## src/rtl/fb_write_queue_if.sv

```systemverilog
// Command-in / RAM-write-out bundle for the framebuffer write queue.
// Pure wiring; no latency of its own.
// The command side has no stall path: in_ready is status only.
interface fb_write_queue_if #(
    parameter int DEPTH_LOG2 = 4,
    parameter int ADDR_WIDTH = 15,
    parameter int DATA_WIDTH = 8
);
    logic [31:0]           in_data;
    logic                  in_valid;
    logic                  in_ready;
    logic                  blank;
    logic [ADDR_WIDTH-1:0] wr_addr;
    logic [DATA_WIDTH-1:0] wr_data;
    logic                  wr_en;
    logic                  wr_busy;
    logic [DEPTH_LOG2:0]   count;
    logic                  overflow;

    // Command source and blanking source side.
    modport master (
        output in_data, in_valid, blank,
        input  in_ready, wr_addr, wr_data, wr_en, wr_busy, count, overflow
    );

    // Queue side.
    modport slave (
        input  in_data, in_valid, blank,
        output in_ready, wr_addr, wr_data, wr_en, wr_busy, count, overflow
    );
endinterface

```

## src/rtl/fb_write_queue.sv

```systemverilog
// Buffers received pixel writes and drains them to the framebuffer RAM during blanking.
// Latency: push on edge N -> address valid after N+2, wr_en high for WE_CYCLES cycles after N+3, pop at N+4+WE_CYCLES.
// Backpressure: none on input (receiver cannot stall); a push while full is dropped and flags sticky overflow.
module fb_write_queue #(
    parameter int DEPTH_LOG2 = 4,
    parameter int ADDR_WIDTH = 15,
    parameter int DATA_WIDTH = 8,
    parameter int WE_CYCLES  = 3
) (
    input  logic             clk,
    input  logic             reset,
    fb_write_queue_if.slave  bus
);
    localparam int DEPTH = 1 << DEPTH_LOG2;
    localparam int CW    = DEPTH_LOG2 + 1;
    localparam int EW    = ADDR_WIDTH + DATA_WIDTH;
    localparam logic [3:0] PULSE_LOAD = 4'(WE_CYCLES - 1);

    typedef enum logic [1:0] {IDLE, SETUP, WRITE, HOLD} state_t;

    logic [EW-1:0]         mem [DEPTH];
    logic [DEPTH_LOG2-1:0] wr_ptr;
    logic [DEPTH_LOG2-1:0] rd_ptr;
    logic [CW-1:0]         count_q;
    logic [CW-1:0]         count_nxt;
    logic                  full;
    logic                  empty;
    logic                  push;
    logic                  pop;
    logic                  drop;
    logic                  head_vld;
    logic                  overflow_q;

    state_t                state;
    state_t                state_nxt;
    logic [3:0]            pulse_cnt;
    logic [3:0]            pulse_cnt_nxt;
    logic                  load_head;

    logic [ADDR_WIDTH-1:0] cmd_addr;
    logic [DATA_WIDTH-1:0] cmd_pix;
    logic [EW-1:0]         head_ent;
    logic [ADDR_WIDTH-1:0] wr_addr_q;
    logic [DATA_WIDTH-1:0] wr_data_q;
    logic                  wr_en_q;

    assign cmd_addr = bus.in_data[ADDR_WIDTH+7:8];
    assign cmd_pix  = bus.in_data[DATA_WIDTH-1:0];

    // Full/empty come from the registered occupancy, so a pop in the same
    // cycle never rescues a push that arrives while full.
    assign full  = (count_q == CW'(DEPTH));
    assign empty = (count_q == '0);
    assign push  = bus.in_valid && !full;
    assign drop  = bus.in_valid && full;
    assign pop   = (state == HOLD);

    assign head_ent = mem[rd_ptr];

    // Occupancy after this edge.
    always_comb begin
        count_nxt = count_q;
        if (push && !pop) begin
            count_nxt = count_q + CW'(1);
        end else if (!push && pop) begin
            count_nxt = count_q - CW'(1);
        end
    end

    // Storage array; contents need no reset because count gates every read.
    always_ff @(posedge clk) begin
        if (push) begin
            mem[wr_ptr] <= {cmd_addr, cmd_pix};
        end
    end

    // Pointers, occupancy, head-available flag and sticky overflow.
    // head_vld lags an empty-to-nonempty transition by one cycle so a word is
    // never read out of the array on the same edge it is written; it drops
    // immediately when the last word is popped.
    always_ff @(posedge clk or posedge reset) begin
        if (reset) begin
            wr_ptr     <= '0;
            rd_ptr     <= '0;
            count_q    <= '0;
            head_vld   <= 1'b0;
            overflow_q <= 1'b0;
        end else begin
            if (push) begin
                wr_ptr <= wr_ptr + DEPTH_LOG2'(1);
            end
            if (pop) begin
                rd_ptr <= rd_ptr + DEPTH_LOG2'(1);
            end
            count_q  <= count_nxt;
            head_vld <= !empty && (count_nxt != '0);
            if (drop) begin
                overflow_q <= 1'b1;
            end
        end
    end

    // Drain FSM state and pulse-width counter registers.
    always_ff @(posedge clk or posedge reset) begin
        if (reset) begin
            state     <= IDLE;
            pulse_cnt <= '0;
        end else begin
            state     <= state_nxt;
            pulse_cnt <= pulse_cnt_nxt;
        end
    end

    // Drain FSM next state: settle, pulse, hold, then pop.
    always_comb begin
        state_nxt     = state;
        pulse_cnt_nxt = pulse_cnt;
        load_head     = 1'b0;
        case (state)
            IDLE: begin
                if (head_vld && bus.blank) begin
                    state_nxt = SETUP;
                    load_head = 1'b1;
                end
            end
            SETUP: begin
                state_nxt     = WRITE;
                pulse_cnt_nxt = PULSE_LOAD;
            end
            WRITE: begin
                if (pulse_cnt == '0) begin
                    state_nxt = HOLD;
                end else begin
                    pulse_cnt_nxt = pulse_cnt - 4'd1;
                end
            end
            HOLD: begin
                state_nxt = IDLE;
            end
            default: begin
                state_nxt = IDLE;
            end
        endcase
    end

    // RAM-side outputs: address/data latch on entry to SETUP only, and the
    // strobe is a flop so it is glitch-free and drops on reset without a clock.
    always_ff @(posedge clk or posedge reset) begin
        if (reset) begin
            wr_addr_q <= '0;
            wr_data_q <= '0;
            wr_en_q   <= 1'b0;
        end else begin
            if (load_head) begin
                wr_addr_q <= head_ent[EW-1:DATA_WIDTH];
                wr_data_q <= head_ent[DATA_WIDTH-1:0];
            end
            wr_en_q <= (state_nxt == WRITE);
        end
    end

    assign bus.in_ready = !full;
    assign bus.wr_addr  = wr_addr_q;
    assign bus.wr_data  = wr_data_q;
    assign bus.wr_en    = wr_en_q;
    assign bus.wr_busy  = (state != IDLE);
    assign bus.count    = count_q;
    assign bus.overflow = overflow_q;
endmodule

```

## src/flat_wrapper.sv

```systemverilog
// flat-port wrapper written by rule: the top's interface ports become plain ports
module fb_write_queue_flat 
#(
    parameter int DEPTH_LOG2 = 4,
    parameter int ADDR_WIDTH = 15,
    parameter int DATA_WIDTH = 8,
    parameter int WE_CYCLES  = 3
)
  (clk, reset, bus_in_data, bus_in_valid, bus_blank, bus_in_ready, bus_wr_addr, bus_wr_data, bus_wr_en, bus_wr_busy, bus_count, bus_overflow);
  fb_write_queue_if #(.DEPTH_LOG2(DEPTH_LOG2), .ADDR_WIDTH(ADDR_WIDTH), .DATA_WIDTH(DATA_WIDTH)) bus_i ();
  input  logic clk;
  input  logic reset;
  input wire logic [$bits(bus_i.in_data)-1:0] bus_in_data;
  input wire logic [$bits(bus_i.in_valid)-1:0] bus_in_valid;
  input wire logic [$bits(bus_i.blank)-1:0] bus_blank;
  output wire logic [$bits(bus_i.in_ready)-1:0] bus_in_ready;
  output wire logic [$bits(bus_i.wr_addr)-1:0] bus_wr_addr;
  output wire logic [$bits(bus_i.wr_data)-1:0] bus_wr_data;
  output wire logic [$bits(bus_i.wr_en)-1:0] bus_wr_en;
  output wire logic [$bits(bus_i.wr_busy)-1:0] bus_wr_busy;
  output wire logic [$bits(bus_i.count)-1:0] bus_count;
  output wire logic [$bits(bus_i.overflow)-1:0] bus_overflow;
  assign bus_i.in_data = bus_in_data;
  assign bus_i.in_valid = bus_in_valid;
  assign bus_i.blank = bus_blank;
  assign bus_in_ready = bus_i.in_ready;
  assign bus_wr_addr = bus_i.wr_addr;
  assign bus_wr_data = bus_i.wr_data;
  assign bus_wr_en = bus_i.wr_en;
  assign bus_wr_busy = bus_i.wr_busy;
  assign bus_count = bus_i.count;
  assign bus_overflow = bus_i.overflow;
  fb_write_queue #(.DEPTH_LOG2(DEPTH_LOG2), .ADDR_WIDTH(ADDR_WIDTH), .DATA_WIDTH(DATA_WIDTH), .WE_CYCLES(WE_CYCLES)) u_core (.clk(clk), .reset(reset), .bus(bus_i));
endmodule
```

## config.mk

```make
export PLATFORM = sky130hd
export DESIGN_NAME = fb_write_queue_flat
export DESIGN_NICKNAME = d
export VERILOG_FILES = /design/src/rtl/fb_write_queue_if.sv /design/src/rtl/fb_write_queue.sv /design/src/flat_wrapper.sv
export SDC_FILE = /design/constraint.sdc
export NUM_CORES = 1
export LEC_CHECK = 0
export CAP_MARGIN = 10
export CORE_UTILIZATION = 54
export CTS_CLUSTER_SIZE = 40
export DETAILED_ROUTE_END_ITERATION = 6
export PLACE_DENSITY = 0.78
export SETUP_SLACK_MARGIN = 0.2
export SLEW_MARGIN = 0
export SYNTH_ARGS = -nofsm -noshare
export SYNTH_HDL_FRONTEND = slang
export SYNTH_SLANG_ARGS = --single-unit
```

## constraint.sdc

```tcl
create_clock -name clk -period 3 [get_ports clk]
set_input_delay 0.45 -clock clk [delete_from_list [all_inputs] [get_ports clk]]
set_output_delay 0.45 -clock clk [all_outputs]
set_load 0.02 [all_outputs]
```

==> impl_metrics.sql, run 1 <==
INSERT INTO impl_metrics (metric_group, metric, value, unit) VALUES
('outcome', 'result_of_the_run', 'finished, final reports clean', ''),
('grt', 'groute.layer.met3.usage', '0.0363', ''),
('place', 'detailed_place_hpwl', '18.8', 'mm'),
('place', 'placement.io_buffers', '58', ''),
('timing', 'final_number_of_max_transition_violations', '0', ''),
('logic_synthesis', 'synth_common_cells', 'sky130_fd_sc_hd__edfxtp_1, sky130_fd_sc_hd__mux4_2, sky130_fd_sc_hd__mux2i_1, sky130_fd_sc_hd__dfrtp_1, sky130_fd_sc_hd__nor2_1', ''),
('grt', 'grt_overflow_total', '0', ''),
('clock_tree', 'clk_root_buffer_cell', 'sky130_fd_sc_hd__clkbuf_16', ''),
('pwr', 'pwr-share-seq', '0.440', ''),
('cells_and_area', 'antenna_cells', '0', ''),
('logic_synthesis', 'synth_enable_flop_cells', '368', ''),
('logic_synthesis', 'synth.ff_latch_count', '413', ''),
('cells_and_area', 'area_taken_by_multi_input_logic_gates', '3670', 'sq um'),
('clock_tree', 'cts_resized', '0', ''),
('clock_tree', 'cts_sinks', '413', ''),
('run', 'maxCapViolations', '0', ''),
('cells_and_area', 'layout-drive-gt1-share', '0.239', ''),
('clock_tree', 'clkLatencyLatePin', '530', 'ps'),
('setup_path', 'worstReg2RegStart', 'u_core.bus.count[0]', ''),
('pwr', 'internal_power', '12400', 'uW'),
('timing', 'final_period_minus_worst_setup_slack', '2490', 'ps'),
('clock_tree', 'worst_setup_hold_path_clk_slew', '60', 'ps'),
('grt', 'grt_max_degree', '35', ''),
('clock_tree', 'cts_setup_buffers', '0', ''),
('logic_synthesis', 'dominant_synthesized_flop_cell', 'sky130_fd_sc_hd__edfxtp_1', ''),
('logic_synthesis', 'syn_avg_cell_area', '20.6', 'sq um'),
('cells_and_area', 'layout.nets', '936', ''),
('timing', 'finalWorstSetupSlack', '505', 'ps'),
('logic_synthesis', 'synth.area.top_cells', 'sky130_fd_sc_hd__edfxtp_1, sky130_fd_sc_hd__mux4_2, sky130_fd_sc_hd__dfrtp_1', ''),
('grt', 'number_of_global_route_vias_before_repair', '8161', ''),
('setup_path', 'worst_setup_path_start_kind', 'flip-flop', ''),
('logic_synthesis', 'synth_top_area_frac', '0.690', ''),
('timing', 'worst-slew-pin-transition', '854', 'ps'),
('setup_path', 'critical_path_required', '3190', 'ps'),
('setup_path', 'reg2reg_slack', '510', 'ps'),
('cells_and_area', 'syn2layout_area_growth', '16.6', '%'),
('setup_path', 'critPathCaptureType', 'flip-flop', ''),
('timing', 'timing.clock.skew', '17.7', 'ps'),
('drt', 'drt_iter0_drc', '671', ''),
('grt', 'grt_pass1_wl', '50.7', 'mm'),
('pwr', 'p_switching', '5170', 'uW'),
('pwr', 'total_power', '17600', 'uW'),
('grt', 'grt.busiest_layer', 'met2', ''),
('grt', 'global_route.usage.met1', '0.320', ''),
('logic_synthesis', 'share_of_async_settable_or_async_resettable_flops_after_synthesis', '0.109', ''),
('place', 'dp_slack', '503', 'ps'),
('clock_tree', 'cts_inserted_buffers', '41', ''),
('pwr', 'power_switching_share', '0.294', ''),
('setup_path', 'critPathKind', 'flip-flop to flip-flop', ''),
('logic_synthesis', 'synth.yosys.warnings', '0', ''),
('grt', 'gr-usage-met2', '0.369', ''),
('timing', 'setup_violations', '0', ''),
('logic_synthesis', 'ys_seq_area_frac', '0.761', ''),
('clock_tree', 'cts_tree', 'done', ''),
('timing', 'setup_repair_after_global_routing_missed_its_margin', 'false', ''),
('die', 'die_width', '174', 'um'),
('timing', 'setup-tns-final', '0', 'ps'),
('pwr', 'worst_ir_drop_vdd', '421', 'uV'),
('pwr', 'clock_power_share', '0.278', ''),
('logic_synthesis', 'synth_cells', '778', ''),
('setup_path', 'regToRegEndpoint', 'u_core.mem[3][18]', ''),
('drt', 'dr_total_vias', '7915', ''),
('drt', 'drt_pre_antenna_iters', '5', ''),
('logic_synthesis', 'netlist-cell-type-count', '41', ''),
('cells_and_area', 'fillerInstances', '1832', ''),
('drt', 'route.detailed.wl_per_inst', '25.6', 'um'),
('die', 'ioPinCount', '68', ''),
('timing', 'clock.fmax', '401', 'MHz'),
('timing', 'timing.final.crit_share', '0.832', ''),
('drt', 'post_drt_via_cell_ratio', '6.09', ''),
('clock_tree', 'clock_tree.htree_level_count', '2', '');
-- worst max-delay path, stage by stage, from the launching register on --
cell and delay, ps:
sky130_fd_sc_hd__dfrtp_1 470, sky130_fd_sc_hd__inv_1 80, sky130_fd_sc_hd__ha_1 250, sky130_fd_sc_hd__nand4bb_1 270, sky130_fd_sc_hd__and2_4 310, sky130_fd_sc_hd__nand2_1 240, sky130_fd_sc_hd__nor3_4 200, sky130_fd_sc_hd__buf_4 340
-- cell families (layout without fill, tap and decap cells) --
kind of cell               Yosys count  after routing  share of synthesized area
and+or+nand+nor                     88             88                     0.0277
xor gates and xnor gates            10             10                    0.00547
buffers and inverters               51            189                     0.0151
AOI/OAI and AO/OA                   62             62                     0.0208
muxes                              140            140                      0.160
DFF                                413            413                      0.761
adders and majority gates           14             14                     0.0109
-- cell type report --
cell class | count | share of cell area
Sequential cell | 413 | 0.653
Multi-Input combinational cell | 314 | 0.196
Clock buffer | 57 | 0.0621
Timing Repair Buffer | 104 | 0.0538
Tap cell | 384 | 0.0257
Clock inverter | 16 | 0.00684
Inverter | 12 | 0.00241
-- how the worst min path moves through the flow --
stage / slack, ps / end / cells after the start
floorplan: 540 / u_core.pulse_cnt[1] / 2
global placement: 460 / u_core.bus.overflow / 1
detailed placement: 470 / u_core.bus.overflow / 1
CTS: 310 / u_core.bus.overflow / 2
global route: 350 / u_core.bus.overflow / 2
finish: 310 / u_core.bus.wr_addr[9] / 2
-- flip-flops by register name, indices dropped and copies added (netlist names) --
signal and count:
u_core.bus.wr_en 1, u_core.bus.wr_data 8, u_core.rd_ptr 4, u_core.bus.overflow 1, u_core.state 2, u_core.bus.wr_addr 15
u_core.head_vld 1, u_core.mem 368, u_core.pulse_cnt 4, u_core.bus.count 5, u_core.wr_ptr 4
-- placed cells by master, fill, tap and decap left out, types with 2 or more instances in the layout --
| cell type | synthesis | routed |
|---|---|---|
| sky130_fd_sc_hd__a21oi_1 | 26 | 26 |
| sky130_fd_sc_hd__buf_12 | 0 | 6 |
| sky130_fd_sc_hd__buf_4 | 1 | 40 |
| sky130_fd_sc_hd__bufinv_16 | 0 | 2 |
| sky130_fd_sc_hd__clkbuf_1 | 15 | 11 |
| sky130_fd_sc_hd__clkbuf_16 | 0 | 43 |
| sky130_fd_sc_hd__clkbuf_8 | 0 | 3 |
| sky130_fd_sc_hd__clkdlybuf4s50_1 | 0 | 57 |
| sky130_fd_sc_hd__clkinv_1 | 0 | 7 |
| sky130_fd_sc_hd__clkinv_2 | 0 | 5 |
| sky130_fd_sc_hd__dfrtp_1 | 45 | 41 |
| sky130_fd_sc_hd__dfrtp_2 | 0 | 3 |
| sky130_fd_sc_hd__edfxtp_1 | 368 | 368 |
| sky130_fd_sc_hd__ha_1 | 14 | 14 |
| sky130_fd_sc_hd__inv_1 | 12 | 11 |
| sky130_fd_sc_hd__mux2i_1 | 47 | 47 |
| sky130_fd_sc_hd__mux4_2 | 92 | 92 |
| sky130_fd_sc_hd__nand2_1 | 9 | 9 |
| sky130_fd_sc_hd__nand2b_1 | 4 | 4 |
| sky130_fd_sc_hd__nand3_1 | 4 | 4 |
| sky130_fd_sc_hd__nand3b_1 | 2 | 2 |
| sky130_fd_sc_hd__nand4_1 | 8 | 8 |
| sky130_fd_sc_hd__nor2_1 | 39 | 27 |
| sky130_fd_sc_hd__nor2_2 | 0 | 12 |
| sky130_fd_sc_hd__nor2b_1 | 3 | 3 |
| sky130_fd_sc_hd__nor3_1 | 6 | 2 |
| sky130_fd_sc_hd__nor3_4 | 0 | 4 |
| sky130_fd_sc_hd__nor3b_1 | 2 | 2 |
| sky130_fd_sc_hd__o21ai_0 | 28 | 28 |
| sky130_fd_sc_hd__or2_2 | 2 | 2 |
| sky130_fd_sc_hd__or3_1 | 3 | 3 |
| sky130_fd_sc_hd__xnor2_1 | 8 | 8 |
| sky130_fd_sc_hd__xor2_1 | 2 | 2 |
-- through the flow --
stage                util  hold WS (ps)  cell area, sq um
detailed placement  0.601           467             17400
CTS                 0.645           313             18700
finish              0.645           308             18700
global route        0.645           353             18700
global placement    0.601           463             17400
floorplan               -           536             16000
-- metal layers --
metal / part of all wire / routed length, um
met1: 0.40 / 13400
met5: 0 / 0
met4: 0.029 / 967
met3: 0.073 / 2450
met2: 0.49 / 16500
-- power by group through the flow --
stage	sequential [uW]	clock, uW	combinational [uW]
floorplan	7660	0	3370
global placement	7800	0	4830
detailed placement	7840	0	4950
CTS	7740	4950	5010
global route	7810	5140	5310
finish	7740	4880	4940
Note: power is estimated with default switching activity, not from simulation.
==> run 2, diff against run 1 <==
clock period = 2.15 ns   (was 3 ns; I/O delays follow)
==> impl_metrics.sql, run 2 (synthesis gave the netlist of run 1 again) <==
INSERT INTO impl_metrics (metric_group, metric, value, unit) VALUES
('outcome', 'result_of_the_run', 'finished, final reports clean', ''),
('cells_and_area', 'layout.cells.most_common', 'sky130_fd_sc_hd__edfxtp_1', ''),
('cells_and_area', 'layout-drive-gt1-share', '0.317', ''),
('die', 'start_util', '0.553', ''),
('grt', 'gr-usage-met2', '0.414', ''),
('setup_path', 'crit_slowest_cell', 'sky130_fd_sc_hd__mux4_2', ''),
('setup_path', 'worst_setup_path_start_kind', 'flip-flop', ''),
('clock_tree', 'ctsLongestPathBuffers', '3', ''),
('cells_and_area', 'antenna_cells', '0', ''),
('grt', 'grt_max_degree', '45', ''),
('setup_path', 'critPathMaxFanout', '8', ''),
('cells_and_area', 'largest_reg_flops', '368', ''),
('grt', 'globalRouteTotalUtil', '0.251', ''),
('drt', 'count_of_unresolved_drc_violations_after_routing', '0', ''),
('grt', 'grt_overflow_total', '0', ''),
('pwr', 'power_density', '1360', 'nW/um^2'),
('drt', 'antenna_left', '0', ''),
('clock_tree', 'clkLatencyLatePin', '540', 'ps'),
('cells_and_area', 'layout.nets', '1003', ''),
('grt', 'grt_antenna_before_repair', '0', ''),
('clock_tree', 'cts_sinks', '413', ''),
('pwr', 'part_of_the_power_in_combinational_logic', '0.342', ''),
('timing', 'setup_violations', '0', ''),
('run', 'maxCapViolations', '0', ''),
('timing', 'slew_headroom', '0.605', ''),
('setup_path', 'critical_path.cell_chain', 'buf_12 -> buf_16 -> buf_6 -> mux4_2 -> mux2i_1 -> nor2_1 -> a21oi_1 -> o21ai_1', ''),
('grt', 'grt_pass1_wl', '54.8', 'mm'),
('timing', 'whs', '135', 'ps'),
('place', 'dp_slack', '72.9', 'ps'),
('setup_path', 'critPathKind', 'flip-flop to flip-flop', ''),
('timing', 'timing.final.crit_share', '0.975', ''),
('min_path', 'min_delay_path_class', 'input pin to async pin', ''),
('clock_tree', 'postCtsHoldBufs', '0', ''),
('grt', 'global_route.usage.met1', '0.339', ''),
('place', 'placement.io_buffers', '58', ''),
('clock_tree', 'worst_setup_hold_path_clk_slew', '70', 'ps'),
('cells_and_area', 'fin_area', '20200', 'sq um'),
('drt', 'post_drt_via_cell_ratio', '6.34', ''),
('timing', 'clock.fmax', '477', 'MHz'),
('cells_and_area', 'layout_common_cells', 'sky130_fd_sc_hd__edfxtp_1, sky130_fd_sc_hd__mux4_2, sky130_fd_sc_hd__clkbuf_16', ''),
('drt', 'route.detailed.wl_per_inst', '29.9', 'um'),
('setup_path', 'critical-path-max-stage-delay', '520', 'ps'),
('clock_tree', 'cts_tree', 'done', ''),
('timing', 'setup_repair_after_global_routing_missed_its_margin', 'true', ''),
('die', 'ioPinCount', '68', ''),
('pwr', 'pwr-share-seq', '0.385', ''),
('cells_and_area', 'instances_no_fill', '1371', ''),
('timing', 'finalHoldViolations', '0', ''),
('drt', 'drt_pre_antenna_iters', '5', ''),
('cells_and_area', 'syn2layout_area_growth', '26.3', '%'),
('grt', 'number_of_global_route_vias_before_repair', '8725', ''),
('place', 'post_dp_cell_area', '18000', 'sq um'),
('drt', 'dr_total_vias', '8696', ''),
('grt', 'grt.busiest_layer', 'met2', ''),
('clock_tree', 'clk_root_buffer_cell', 'sky130_fd_sc_hd__clkbuf_16', ''),
('pwr', 'power_switching_share', '0.308', ''),
('pwr', 'clock_power_share', '0.272', ''),
('pwr', 'p_switching', '8460', 'uW'),
('pwr', 'p_leak', '0.00690', 'uW'),
('pwr', 'internal_power', '19000', 'uW'),
('cells_and_area', 'utilization', '0.699', ''),
('die', 'placeableCoreArea', '28900', 'sq um'),
('pwr', 'worst_ir_drop_vdd', '662', 'uV'),
('place', 'detailed_place_hpwl', '19.8', 'mm'),
('setup_path', 'path_delay_family', 'multiplexers', ''),
('setup_path', 'critical_path.n_buffers_inverters', '3', ''),
('grt', 'groute.layer.met3.usage', '0.0446', ''),
('die', 'rows', '62', ''),
('clock_tree', 'clock_tree.htree_level_count', '2', ''),
('cells_and_area', 'fillerInstances', '1640', ''),
('timing', 'worst-slew-pin-transition', '590', 'ps'),
('place', 'place.gp.congestion', '0.788', ''),
('cells_and_area', 'regMostFlops', 'u_core.mem', ''),
('clock_tree', 'cts_inserted_buffers', '42', ''),
('timing', 'timing.clock.skew', '16.7', 'ps'),
('timing', 'finalWorstSetupSlack', '54.7', 'ps'),
('setup_path', 'critical_path_required', '2550', 'ps'),
('drt', 'route.final.wire_length', '41.0', 'mm'),
('die', 'die_area', '30300', 'sq um'),
('place', 'post-place-cells', '1241', ''),
('die', 'die_width', '174', 'um'),
('timing', 'final_number_of_max_transition_violations', '0', ''),
('timing', 'final_period_minus_worst_setup_slack', '2100', 'ps'),
('setup_path', 'critPathCaptureType', 'flip-flop', ''),
('setup_path', 'worstPathArrival', '2500', 'ps'),
('die', 'dieHeight', '174', 'um'),
('drt', 'drt_iter0_drc', '987', '');
==> run 2: cell count changes in the layout (fill, tap and decap cells not counted), sizes merged <==
| cell | previous run | this run |
|---|---|---|
| clkinv | 12 | 13 |
| clkdlybuf4s15 | 0 | 1 |
| bufinv | 2 | 3 |
| clkbuf | 57 | 70 |
| dlygate4sd2 | 0 | 2 |
| buf | 46 | 102 |
| clkinvlp | 1 | 2 |
| clkdlybuf4s50 | 57 | 50 |
| dlymetal6s2s | 1 | 4 |
==> run 2: worst paths after layout <==
check,depth (start not counted),slack [ps],start,to
max in group asynchronous,3,1390,reset,u_core.rd_ptr[0]
max,8,50,u_core.rd_ptr[0],u_core.bus.wr_addr[0]
min,2,140,reset,u_core.bus.wr_addr[5]
min in group clk,1,500,u_core.bus.overflow,u_core.bus.overflow
max reg2reg,8,50,u_core.rd_ptr[0],u_core.bus.wr_addr[0]
min reg2reg,1,500,u_core.bus.overflow,u_core.bus.overflow
==> run 2: worst register-to-register path: stages (launching register included) <==
cell	delay [ps]
sky130_fd_sc_hd__dfrtp_4	430
sky130_fd_sc_hd__buf_12	190
sky130_fd_sc_hd__buf_16	170
sky130_fd_sc_hd__buf_6	110
sky130_fd_sc_hd__mux4_2	520
sky130_fd_sc_hd__mux2i_1	240
sky130_fd_sc_hd__nor2_1	90
sky130_fd_sc_hd__a21oi_1	130
sky130_fd_sc_hd__o21ai_1	90
==> run 2: metrics by stage <==
stage               setup TNS [ps]  total power (uW)
floorplan                   -18560             15700
global placement                 0             18200
detailed placement               0             18500
CTS                              0             26300
global route                     0             28300
finish                           0             27500
==> run 2: repair_timing <==
item,CTS,global route
gates resized for setup,10,51
buffers inserted,17,21
endpoints found under the setup margin,118,118
cloned,4,10
pin swaps,5,8
==> run 2: cell type report <==
type / instances / area (sq um) / share of cell area
repair buffers: 170 / 2270 / 0.112
multi-input cells: 314 / 3830 / 0.189
inverters: 12 / 45.0 / 0.00223
clock buffers: 59 / 1240 / 0.0613
well taps: 384 / 480 / 0.0238
clock inverters: 19 / 178 / 0.00879
flip-flops and latches: 413 / 12200 / 0.603
==> run 2: power groups by stage <==
stage               logic (uW)  registers (uW)  clock network (uW)
global route              9880           10600                7830
global placement          7620           10600                   0
finish                    9410           10600                7480
floorplan                 4970           10700                   0
CTS                       8390           10500                7450
detailed placement        7800           10700                   0
==> run 2: per-layer routing <==
metal,vias to the layer above,routed length [um]
li1,3517,-
met1,4546,15500
met2,524,20700
met3,109,3240
met4,0,1560
met5,-,0
==> run 3, diff against run 2 <==
ABC_CLOCK_PERIOD_IN_PS = 2150   (was default)
PLACE_DENSITY = 0.85   (was 0.78)
==> impl_metrics.sql, run 3 (synthesis gave the netlist of run 1 again) <==
INSERT INTO impl_metrics (metric_group, metric, value, unit) VALUES
('outcome', 'result_of_the_run', 'finished, final reports clean', ''),
('cells_and_area', 'layout.cells.most_common', 'sky130_fd_sc_hd__edfxtp_1', ''),
('drt', 'route.final.wire_length', '39.9', 'mm'),
('grt', 'globalRouteTotalUtil', '0.243', ''),
('place', 'post-place-cells', '1240', ''),
('drt', 'count_of_unresolved_drc_violations_after_routing', '0', ''),
('cells_and_area', 'layout_common_cells', 'sky130_fd_sc_hd__edfxtp_1, sky130_fd_sc_hd__mux4_2, sky130_fd_sc_hd__clkdlybuf4s50_1', ''),
('timing', 'timing.clock.skew', '16.8', 'ps'),
('pwr', 'worst_ir_drop_vdd', '743', 'uV'),
('clock_tree', 'cts_tree', 'done', ''),
('timing', 'setup_repair_after_global_routing_missed_its_margin', 'true', ''),
('clock_tree', 'ctsLongestPathBuffers', '3', ''),
('setup_path', 'rr_worst_depth', '7', ''),
('setup_path', 'critPathCaptureType', 'flip-flop', ''),
('grt', 'grt_pass1_wl', '54.2', 'mm'),
('place', 'detailed_place_hpwl', '18.9', 'mm'),
('clock_tree', 'cts_sinks', '413', ''),
('grt', 'grt_max_degree', '48', ''),
('setup_path', 'reg2reg_slack', '120', 'ps'),
('setup_path', 'worst_setup_path_start_kind', 'flip-flop', ''),
('grt', 'number_of_global_route_vias_before_repair', '8718', ''),
('setup_path', 'regToRegEndpoint', 'u_core.bus.wr_addr[0]', ''),
('drt', 'drt_pre_antenna_iters', '6', ''),
('timing', 'final_number_of_max_transition_violations', '0', ''),
('die', 'rows', '62', ''),
('drt', 'antenna_left', '0', ''),
('clock_tree', 'worst_setup_hold_path_clk_slew', '70', 'ps'),
('die', 'start_util', '0.553', ''),
('clock_tree', 'clock_tree.htree_level_count', '2', ''),
('place', 'placement.io_buffers', '58', ''),
('min_path', 'min_delay_path_class', 'input pin to async pin', ''),
('cells_and_area', 'layout.nets', '1001', ''),
('setup_path', 'worstPathArrival', '2410', 'ps'),
('drt', 'drt_iter0_drc', '1080', ''),
('timing', 'finalHoldViolations', '0', ''),
('drt', 'dr_total_vias', '8707', ''),
('die', 'placeableCoreArea', '28900', 'sq um'),
('cells_and_area', 'regMostFlops', 'u_core.mem', ''),
('timing', 'final_period_minus_worst_setup_slack', '2030', 'ps'),
('setup_path', 'critical_path_required', '2530', 'ps'),
('die', 'ioPinCount', '68', ''),
('timing', 'whs', '118', 'ps'),
('run', 'maxCapViolations', '0', ''),
('cells_and_area', 'layout-drive-gt1-share', '0.320', ''),
('pwr', 'p_leak', '0.00685', 'uW'),
('cells_and_area', 'instances_no_fill', '1365', ''),
('timing', 'setup_violations', '0', ''),
('clock_tree', 'cts_inserted_buffers', '40', ''),
('setup_path', 'critPathKind', 'flip-flop to flip-flop', ''),
('cells_and_area', 'antenna_cells', '0', ''),
('setup_path', 'worstReg2RegStart', 'u_core.rd_ptr[0]', ''),
('die', 'die_width', '174', 'um'),
('place', 'place.gp.congestion', '0.814', ''),
('drt', 'post_drt_via_cell_ratio', '6.38', ''),
('setup_path', 'critPathMaxFanout', '8', ''),
('timing', 'clock.fmax', '492', 'MHz'),
('timing', 'timing.final.crit_share', '0.946', ''),
('grt', 'grt_antenna_before_repair', '0', ''),
('clock_tree', 'clk_root_buffer_cell', 'sky130_fd_sc_hd__clkbuf_16', ''),
('cells_and_area', 'syn2layout_area_growth', '25.1', '%'),
('timing', 'worst-slew-pin-transition', '637', 'ps'),
('cells_and_area', 'largest_reg_flops', '368', ''),
('drt', 'route.detailed.wl_per_inst', '29.3', 'um'),
('die', 'dieHeight', '174', 'um'),
('clock_tree', 'postCtsHoldBufs', '0', ''),
('pwr', 'power_density', '1370', 'nW/um^2'),
('die', 'die_area', '30300', 'sq um'),
('clock_tree', 'clkLatencyLatePin', '530', 'ps'),
('grt', 'grt_overflow_total', '0', ''),
('timing', 'slew_headroom', '0.574', '');
run 3: through the flow:
step	TNS, ps	total power (uW)	instance area, sq um	utilization	worst slack, ps
3_5_place_dp	0	18200	17800	0.616	62.5
4_1_cts	0	26200	19500	0.674	147
2_1_floorplan	-18560	15700	16200	-	-206
5_1_grt	0	28300	20000	0.692	55.2
6_report	0	27400	20000	0.692	115
3_3_place_gp	0	17900	17800	0.616	78.4
run 3: where the power goes:
part	switching, uW	internal (uW)
combinational	4670	4650
sequential	625	9890
clock	3030	4560
run 3: worst max path at each step:
stage / slack, ps / end / startpoint / cells after the start
3_5_place_dp: 60 / u_core.mem[3][7] / bus_in_valid / 5
2_1_floorplan: -210 / u_core.mem[3][0] / u_core.bus.count[0] / 8
6_report: 120 / u_core.bus.wr_addr[0] / u_core.rd_ptr[0] / 7
3_3_place_gp: 80 / u_core.mem[3][7] / bus_in_valid / 5
4_1_cts: 150 / u_core.bus.wr_addr[0] / u_core.rd_ptr[0] / 6
5_1_grt: 60 / u_core.mem[1][15] / u_core.bus.count[0] / 9
run 3: repair_timing:
item                       in CTS  in global routing
cloned                          2                  9
gates resized for setup        19                 51
pin swaps                       6                  4
buffers inserted               19                 23
setup endpoints to repair     141                193
run 3: critical path, stage by stage (launching register included):
cell	delay, ps
sky130_fd_sc_hd__dfrtp_4	470
sky130_fd_sc_hd__buf_8	160
sky130_fd_sc_hd__buf_16	160
sky130_fd_sc_hd__mux4_2	520
sky130_fd_sc_hd__mux2i_1	160
sky130_fd_sc_hd__nor2_1	90
sky130_fd_sc_hd__a21oi_1	180
sky130_fd_sc_hd__o21ai_0	150
run 3: area by class of cell:
class | instances | area, sq um
repair buffers | 170 | 2070
multi-input cells | 314 | 3840
well taps | 384 | 480
clock inverters | 20 | 287
fillers | 1603 | 8900
clock buffers | 52 | 1130
flip-flops and latches | 413 | 12200
inverters | 12 | 45.0
run 3: per-layer routing:
layer | routed length [um] | share of wire | GRT usage
met1 | 15200 | 0.38 | 0.332
met3 | 3160 | 0.079 | 0.0359
met4 | 1360 | 0.034 | 0.0885
met5 | 0 | 0 | 0
met2 | 20200 | 0.51 | 0.400
